### config.mk
export PLATFORM = sky130hd
export DESIGN_NAME = cache_line_addr_gen
export DESIGN_NICKNAME = d
export VERILOG_FILES = /design/src/rtl/cache_addr_pkg.sv /design/src/rtl/cache_beat_counter.sv /design/src/rtl/cache_line_addr_gen.sv
export SDC_FILE = /design/constraint.sdc
export NUM_CORES = 1
export LEC_CHECK = 0
export CAP_MARGIN = 10
export CELL_PAD_IN_SITES_DETAIL_PLACEMENT = 0
export CELL_PAD_IN_SITES_GLOBAL_PLACEMENT = 1
export CORE_UTILIZATION = 27
export DETAILED_ROUTE_END_ITERATION = 6
export GPL_TIMING_DRIVEN = 0
export PLACE_DENSITY = 0.84
export SYNTH_ARGS = -nofsm -noshare
export SYNTH_HDL_FRONTEND = slang
export SYNTH_SLANG_ARGS = --single-unit
### constraint.sdc
create_clock -name clk -period 1.1 [get_ports clk]
set_input_delay 0.275 -clock clk [delete_from_list [all_inputs] [get_ports clk]]
set_output_delay 0.275 -clock clk [all_outputs]
set_load 0.05 [all_outputs]
### src/rtl/cache_addr_pkg.sv
// Shared widths, state encoding and derived line size for the
// cache line burst address generator.
package cache_addr_pkg;

    localparam int ADDR_BIT   = 20;
    localparam int TAG_BIT    = 6;
    localparam int INDEX_BIT  = 10;
    localparam int OFFSET_BIT = 4;
    localparam int LINE_BEATS = 2**OFFSET_BIT;

    typedef enum logic {
        ST_IDLE  = 1'b0,
        ST_BURST = 1'b1
    } state_t;

endpackage

### src/rtl/cache_beat_counter.sv
// Loadable word-offset register plus an independent beat counter
// that marks the final beat of a line.
module cache_beat_counter
    import cache_addr_pkg::*;
#(
    parameter int offset_bit = OFFSET_BIT
) (
    input  logic                  clk,
    input  logic                  rst_n,
    input  logic                  load,
    input  logic [offset_bit-1:0] start,
    input  logic                  inc,
    output logic [offset_bit-1:0] offset,
    output logic                  last
);

    logic [offset_bit-1:0] offset_q;
    logic [offset_bit-1:0] beat_q;

    // offset wraps naturally; beat_q alone decides line completion
    always_ff @(posedge clk) begin
        if (!rst_n) begin
            offset_q <= '0;
            beat_q   <= '0;
        end else if (load) begin
            offset_q <= start;
            beat_q   <= '0;
        end else if (inc) begin
            offset_q <= offset_q + 1'b1;
            beat_q   <= beat_q + 1'b1;
        end
    end

    assign offset = offset_q;
    assign last   = (beat_q == '1);

endmodule

### src/rtl/cache_line_addr_gen.sv
// Cache line refill/writeback burst address generator.
// Define CACHE_CRITICAL_WORD_FIRST_EN to start bursts at req_offset.
module cache_line_addr_gen
    import cache_addr_pkg::*;
#(
    parameter int address_bit = ADDR_BIT,
    parameter int tag_bit     = TAG_BIT,
    parameter int index_bit   = INDEX_BIT,
    parameter int offset_bit  = OFFSET_BIT
) (
    input  logic                   clk,
    input  logic                   rst_n,
    input  logic                   req_valid,
    output logic                   req_ready,
    input  logic [tag_bit-1:0]     req_tag,
    input  logic [index_bit-1:0]   req_index,
    input  logic [offset_bit-1:0]  req_offset,
    output logic                   addr_valid,
    input  logic                   addr_ready,
    output logic [address_bit-1:0] addr,
    output logic                   addr_last,
    output logic                   busy
);

    if (address_bit != tag_bit + index_bit + offset_bit) begin : g_bad_width
        $error("address_bit must equal tag_bit + index_bit + offset_bit");
    end

    state_t state_q, state_d;

    logic [tag_bit-1:0]    tag_q;
    logic [index_bit-1:0]  index_q;
    logic [offset_bit-1:0] offset;
    logic [offset_bit-1:0] start;
    logic                  last;
    logic                  accept;
    logic                  fire;

`ifdef CACHE_CRITICAL_WORD_FIRST_EN
    assign start = req_offset;
`else
    logic unused_req_offset;
    assign unused_req_offset = ^req_offset;
    assign start = '0;
`endif

    assign accept = (state_q == ST_IDLE) && req_valid;
    assign fire   = (state_q == ST_BURST) && addr_ready;

    always_ff @(posedge clk) begin
        if (!rst_n) state_q <= ST_IDLE;
        else        state_q <= state_d;
    end

    always_comb begin
        state_d = state_q;
        unique case (state_q)
            ST_IDLE:  if (req_valid)         state_d = ST_BURST;
            ST_BURST: if (addr_ready && last) state_d = ST_IDLE;
        endcase
    end

    always_ff @(posedge clk) begin
        if (!rst_n) begin
            tag_q   <= '0;
            index_q <= '0;
        end else if (accept) begin
            tag_q   <= req_tag;
            index_q <= req_index;
        end
    end

    cache_beat_counter #(
        .offset_bit (offset_bit)
    ) u_beat (
        .clk    (clk),
        .rst_n  (rst_n),
        .load   (accept),
        .start  (start),
        .inc    (fire),
        .offset (offset),
        .last   (last)
    );

    // address is forced to zero outside a burst
    always_comb begin
        req_ready  = 1'b1;
        addr_valid = 1'b0;
        busy       = 1'b0;
        addr_last  = 1'b0;
        addr       = '0;
        if (state_q == ST_BURST) begin
            req_ready  = 1'b0;
            addr_valid = 1'b1;
            busy       = 1'b1;
            addr_last  = last;
            addr       = {tag_q, index_q, offset};
        end
    end

endmodule

Word-level counts from Yosys, hierarchy flattened

Cells that the tools add are included.

Flip-flop bits (word level): 25
Input port bits: 24
Output and inout bits: 24

Add/sub/neg operators: 2
Eq/ne operators: 1
Muxes and demuxes: 7
Bitwise logic cells: 2
Reduce and logical (&&, ||, !) cells: 4

Operators by type and width:

| kind                | count |
|---|---|
| $mux 20             | 1 |
| $add 4x1->4 const B | 2 |
| $mux 1              | 5 |
| $eq 4x4->1 const B  | 1 |
| $logic_and 1x1->1   | 3 |
| $not 1->1           | 2 |
| $pmux 1 s2          | 1 |
| $reduce_or 2->1     | 1 |

Depth between registers and ports, before layout

Gate-level depths: netlist (run 1).

Word-level depth: 4
Depth in mapped cells: 6
Gate-level depth less buffers: 4

Modules after synthesis

A second synthesis (run 1) with hierarchy kept.

Cell total of the unflattened synthesis: 141
Area, all modules: 1,231.2 µm²

Modules (own cells, without submodules):

| module              | instances | cells an instance | area an instance (µm²) | seq. area each (µm²) |
|---|---|---|---|---|
| cache_line_addr_gen | 1         | 101               | 848.3                  | 340.3 |
| cache_beat_counter  | 1         | 40                | 382.9                  | 160.2 |

Worst setup path before layout (run 1)

OpenSTA, ideal clock, no wires.

Path kind: register to output
From: reg state_q
To: out addr_last
Arrival: 2.054 ns
Data required time: 0.825 ns
Path slack: -1.229 ns
Stages on the path, launching flop included: 5
Buffers on the path: 2
Cells stage by stage: dfxtp_1 > buf_6 > clkbuf_1 > inv_1 > nor2_1

Longest elaborated chain between the ends: 1

RTL lines:

| element                | RTL line                  | RTL |
|---|---|---|
| from (decl)            | cache_line_addr_gen.sv:29 | `state_t state_q, state_d;` |
| from (signal assigned) | cache_line_addr_gen.sv:52 | `else state_q <= state_d;` |
| $mux 1                 | cache_line_addr_gen.sv:92 | `if (state_q == ST_BURST) begin` |
| to (decl)              | cache_line_addr_gen.sv:21 | `output logic addr_last,` |

Every way passes these cells.

Worst setup path in the final report (run 1)

From: reg state_q
To: out addr[3]

Longest elaborated chain between the ends: 1

RTL lines:

| element   | RTL line                  | RTL |
|---|---|---|
| $mux 20   | cache_line_addr_gen.sv:92 |  |
| to (decl) | cache_line_addr_gen.sv:20 | `output logic [address_bit-1:0] addr,` |

Every way passes these cells.

==> summary.md, run 1 <==
| Metric | Value |
|---|---|
| Status | finished with violations |
| Failing checks | negative setup slack |
| Arrival @ worst endpoint | 1.23 ns |
| Initial Util | 28.4% |
| Clock buffer depth | 2 |
| CTS Root Cell | clkbuf_8 |
| CTS tree | done |
| Switching part of the total | about 28% |
| Initial antenna violation count | 0 |
| Syn_nets | 162 |
| Post-route ant nets | 0 |
| Post-synthesis sequential area ratio | 43.8% |
| Starting DRC count in detailed routing | 28 |
| Final GP Congestion | 0.786 |
| Pleak | 0.903 nW |
| H-tree depth | 1 |
| Delay-heaviest family, CP | buffers and inverters |
| GRT overflow | 0 |
| Global-route wire length before repair | 4.46 mm |
| Cell Area, Placed | 1710 um^2 |
| Relative slew slack | 74.3% |
| Cts bufs inserted | 3 |
| Hold-fix buffer count after cts | 0 |
| #FFs+latches synth | 25 |
| Core area | 4030 um^2 |
| Mapped Cells | 136 |
| CP Buf/Inv Count | 3 |
| Wirelength, routed | 2.94 mm |
| Setup CP Type | flip-flop to output port |
| Slowest stage delay, CP | 0.36 ns |
| Commonest non-fill, non-tap cell in the layout | dfxtp_1 |
| Period utilization | 137% |
| Final setup skew | around 0.0033 ns |
| Vias in the first global route | 1046 |
| Post-synth top area share | 43.8% |
| Logic pwr share | 27.6% |
| Clock transition at the registers of the reported paths | 0.09 ns |
| Final Instance Area | ~2200 um^2 |
| Req. time, crit path | 0.82 ns |
| RSZ-0062 raised after global routing | true |
| Cell variety after synth | 23 |
| DR pass1 iterations | 3 |
| Fmax | 0.665 GHz |
| DR vias | ~1100 |
| Post-layout min period | ~1.5 ns |
| Antenna Cells | 0 |
| Nets | 222 |
| Die ar. | 4500 um^2 |
| Warnings, synthesis | 0 |
| Tot GR Track Use | about an eighth |
| Slew of the pin with the lowest slew margin | roughly 0.39 ns |
| Row Count | 23 |
| Setup-failing EPs final | 49 |
| NetSw | about 0.59 mW |
| Vias per cell | approximately 4.4 |
| Area grow syn2layout | 91.9% |
| Share of cells above drive strength 1 | 54.9% |
| Most frequent cells in the layout | dfxtp_1 (23), and2_4 (20), nand2_1 (20) |
| Endpoint type of the worst setup path | output port |
| Max Cap Viol | 0 |
| # DRC | 0 |
| WL per Instance | 12.0 um |
| Worst IR Drop VDD | between 0.8 and 0.9 mV |
| CP Max Fanout | 10 |
| Pwr dens | roughly 950 nW/um^2 |
| Final Hold Violating Endpoints | 0 |
| Int Pwr | around 1.5 mW |
| Yosys top cell by area | dfxtp_1 |
| Clock sink count | 25 |
| Area of the mapped netlist | 1140 um^2 |
| Area contributors post-synth | dfxtp_1 (44%), nand2_1 (11%), and2_1 (11%), a21boi_1 (6.6%), a21boi_0 (3.9%) |
| Flop pwr share | 46.8% |
| Critical Path Start Type | flip-flop |
| Clk_lat worst skew | between 0.2 and 0.3 ns |
| Clock network fraction of total power | 25.6% |
| Post-place setup slack | -1.10 ns |
| Die Y | 67.0 um |
| Syn avg cell area | 8.40 um^2 |
| Placed insts | ~230 |
| Slowest-stage cell, CP | dfxtp_4 |
| Worst min-delay path class | input pin to flip-flop |
| Critical-path cell list | buf_8, clkbuf_8, and2_4, buf_6 |
| Final cell count without fillers | 245 |
| Largest net degree at the start of global routing | 15 |
| Final WS setup | -0.405 ns |
| Die width | between 60 and 70 um |
| Final Slew Violations | 0 |
| Port Buf Inserts | 43 |
| Final core utilization | 54.4% |
| R2R setup slack | -0.30 ns |
| DP HPWL | 1.80 mm |
| I/O pin count | 48 |
[power groups by stage]
stage | Combinational (mW) | Sequential [mW] | Clock (mW)
4_1_cts | 0.447 | 0.967 | 0.566
3_3_place_gp | 0.397 | 0.984 | 0
5_1_grt | 0.615 | 0.983 | 0.596
2_1_floorplan | 0.234 | 0.990 | 0
3_5_place_dp | 0.396 | 0.986 | 0
6_report | 0.576 | 0.977 | 0.536
[Yosys cell counts]
library cell,n
nand2_1,34
dfxtp_1,25
and2_1,20
a21boi_1,10
nand3_1,7
a21boi_0,6
nor2_1,5
xor2_1,4
clkbuf_1,3
a21oi_1,2
a21oi_2,2
buf_2,2
buf_4,2
buf_6,2
ha_1,2
o21ai_0,2
or3_1,2
and2b_1,1
inv_1,1
nand2_2,1
nand2_4,1
nand2b_1,1
o221a_2,1
[layout make-up]
| cell class | instances | area, um^2 |
|---|---|---|
| fill | 382 | 1840 |
| multi-input combinational | 101 | 790 |
| timing repair buffer | 55 | 654 |
| sequential | 25 | 505 |
| buffer | 9 | 126 |
| tap | 50 | 62.6 |
| clock buffer | 3 | 41.3 |
| inverter | 1 | 7.51 |
| clock inverter | 1 | 5.00 |
[layer usage]
metal  vias up  share of wire [%]  track usage [%]
li1        555                  -                -
met1       501                 43             15.4
met2        25                 51             23.1
met3         2                5.0             3.94
met4         0               0.61             2.39
met5         -                  0                0
[path summary, 6_finish.rpt]
path                      to        from  cells after the start
setup / recovery     addr[3]     state_q                      4
setup reg to reg  index_q[4]     state_q                      8
hold reg to reg   index_q[9]  index_q[9]                      2
hold / removal       state_q   req_valid                      2
[sequential cells by signal (all words and copies together) (netlist names)]
register and count:
tag_q 6, index_q 10, u_beat.beat_q 4, u_beat.offset 4
state_q 1
[kinds of logic after synthesis]
kind of cell / Yosys count / share of synthesized area [%]
flops: 25 / 43.8
compound gates: 23 / 14.8
buf+inv: 10 / 5.48
simple gates: 72 / 30.7
fa+ha+maj: 2 / 2.19
xor+xnor: 4 / 3.07
[stage by stage]
stage	power, mW	setup TNS [ns]	hold slack (ns)
after CTS	1.98	-12.49	0.458
after global routing	2.19	-16.96	0.439
final	2.09	-14.50	0.426
after detailed placement	1.38	-30.22	0.440
after global placement	1.38	-30.20	0.438
after floorplan	1.22	-6.72	0.410
[what timing repair did]
item                       4_1_cts  5_1_grt
setup buffers                    1        9
cloned                           1        1
pin swaps                        9       19
setup endpoints to repair       37       49
gates resized for setup        191       69
hold endpoints to repair         0        0
Note: power is estimated with default switching activity, not from simulation.
==> run 2: changes to the inputs <==
- HOLD_SLACK_MARGIN: unset -> 0.03
==> results of run 2 <==
The final DEF is identical to that of run 1; final timing and power are the same.
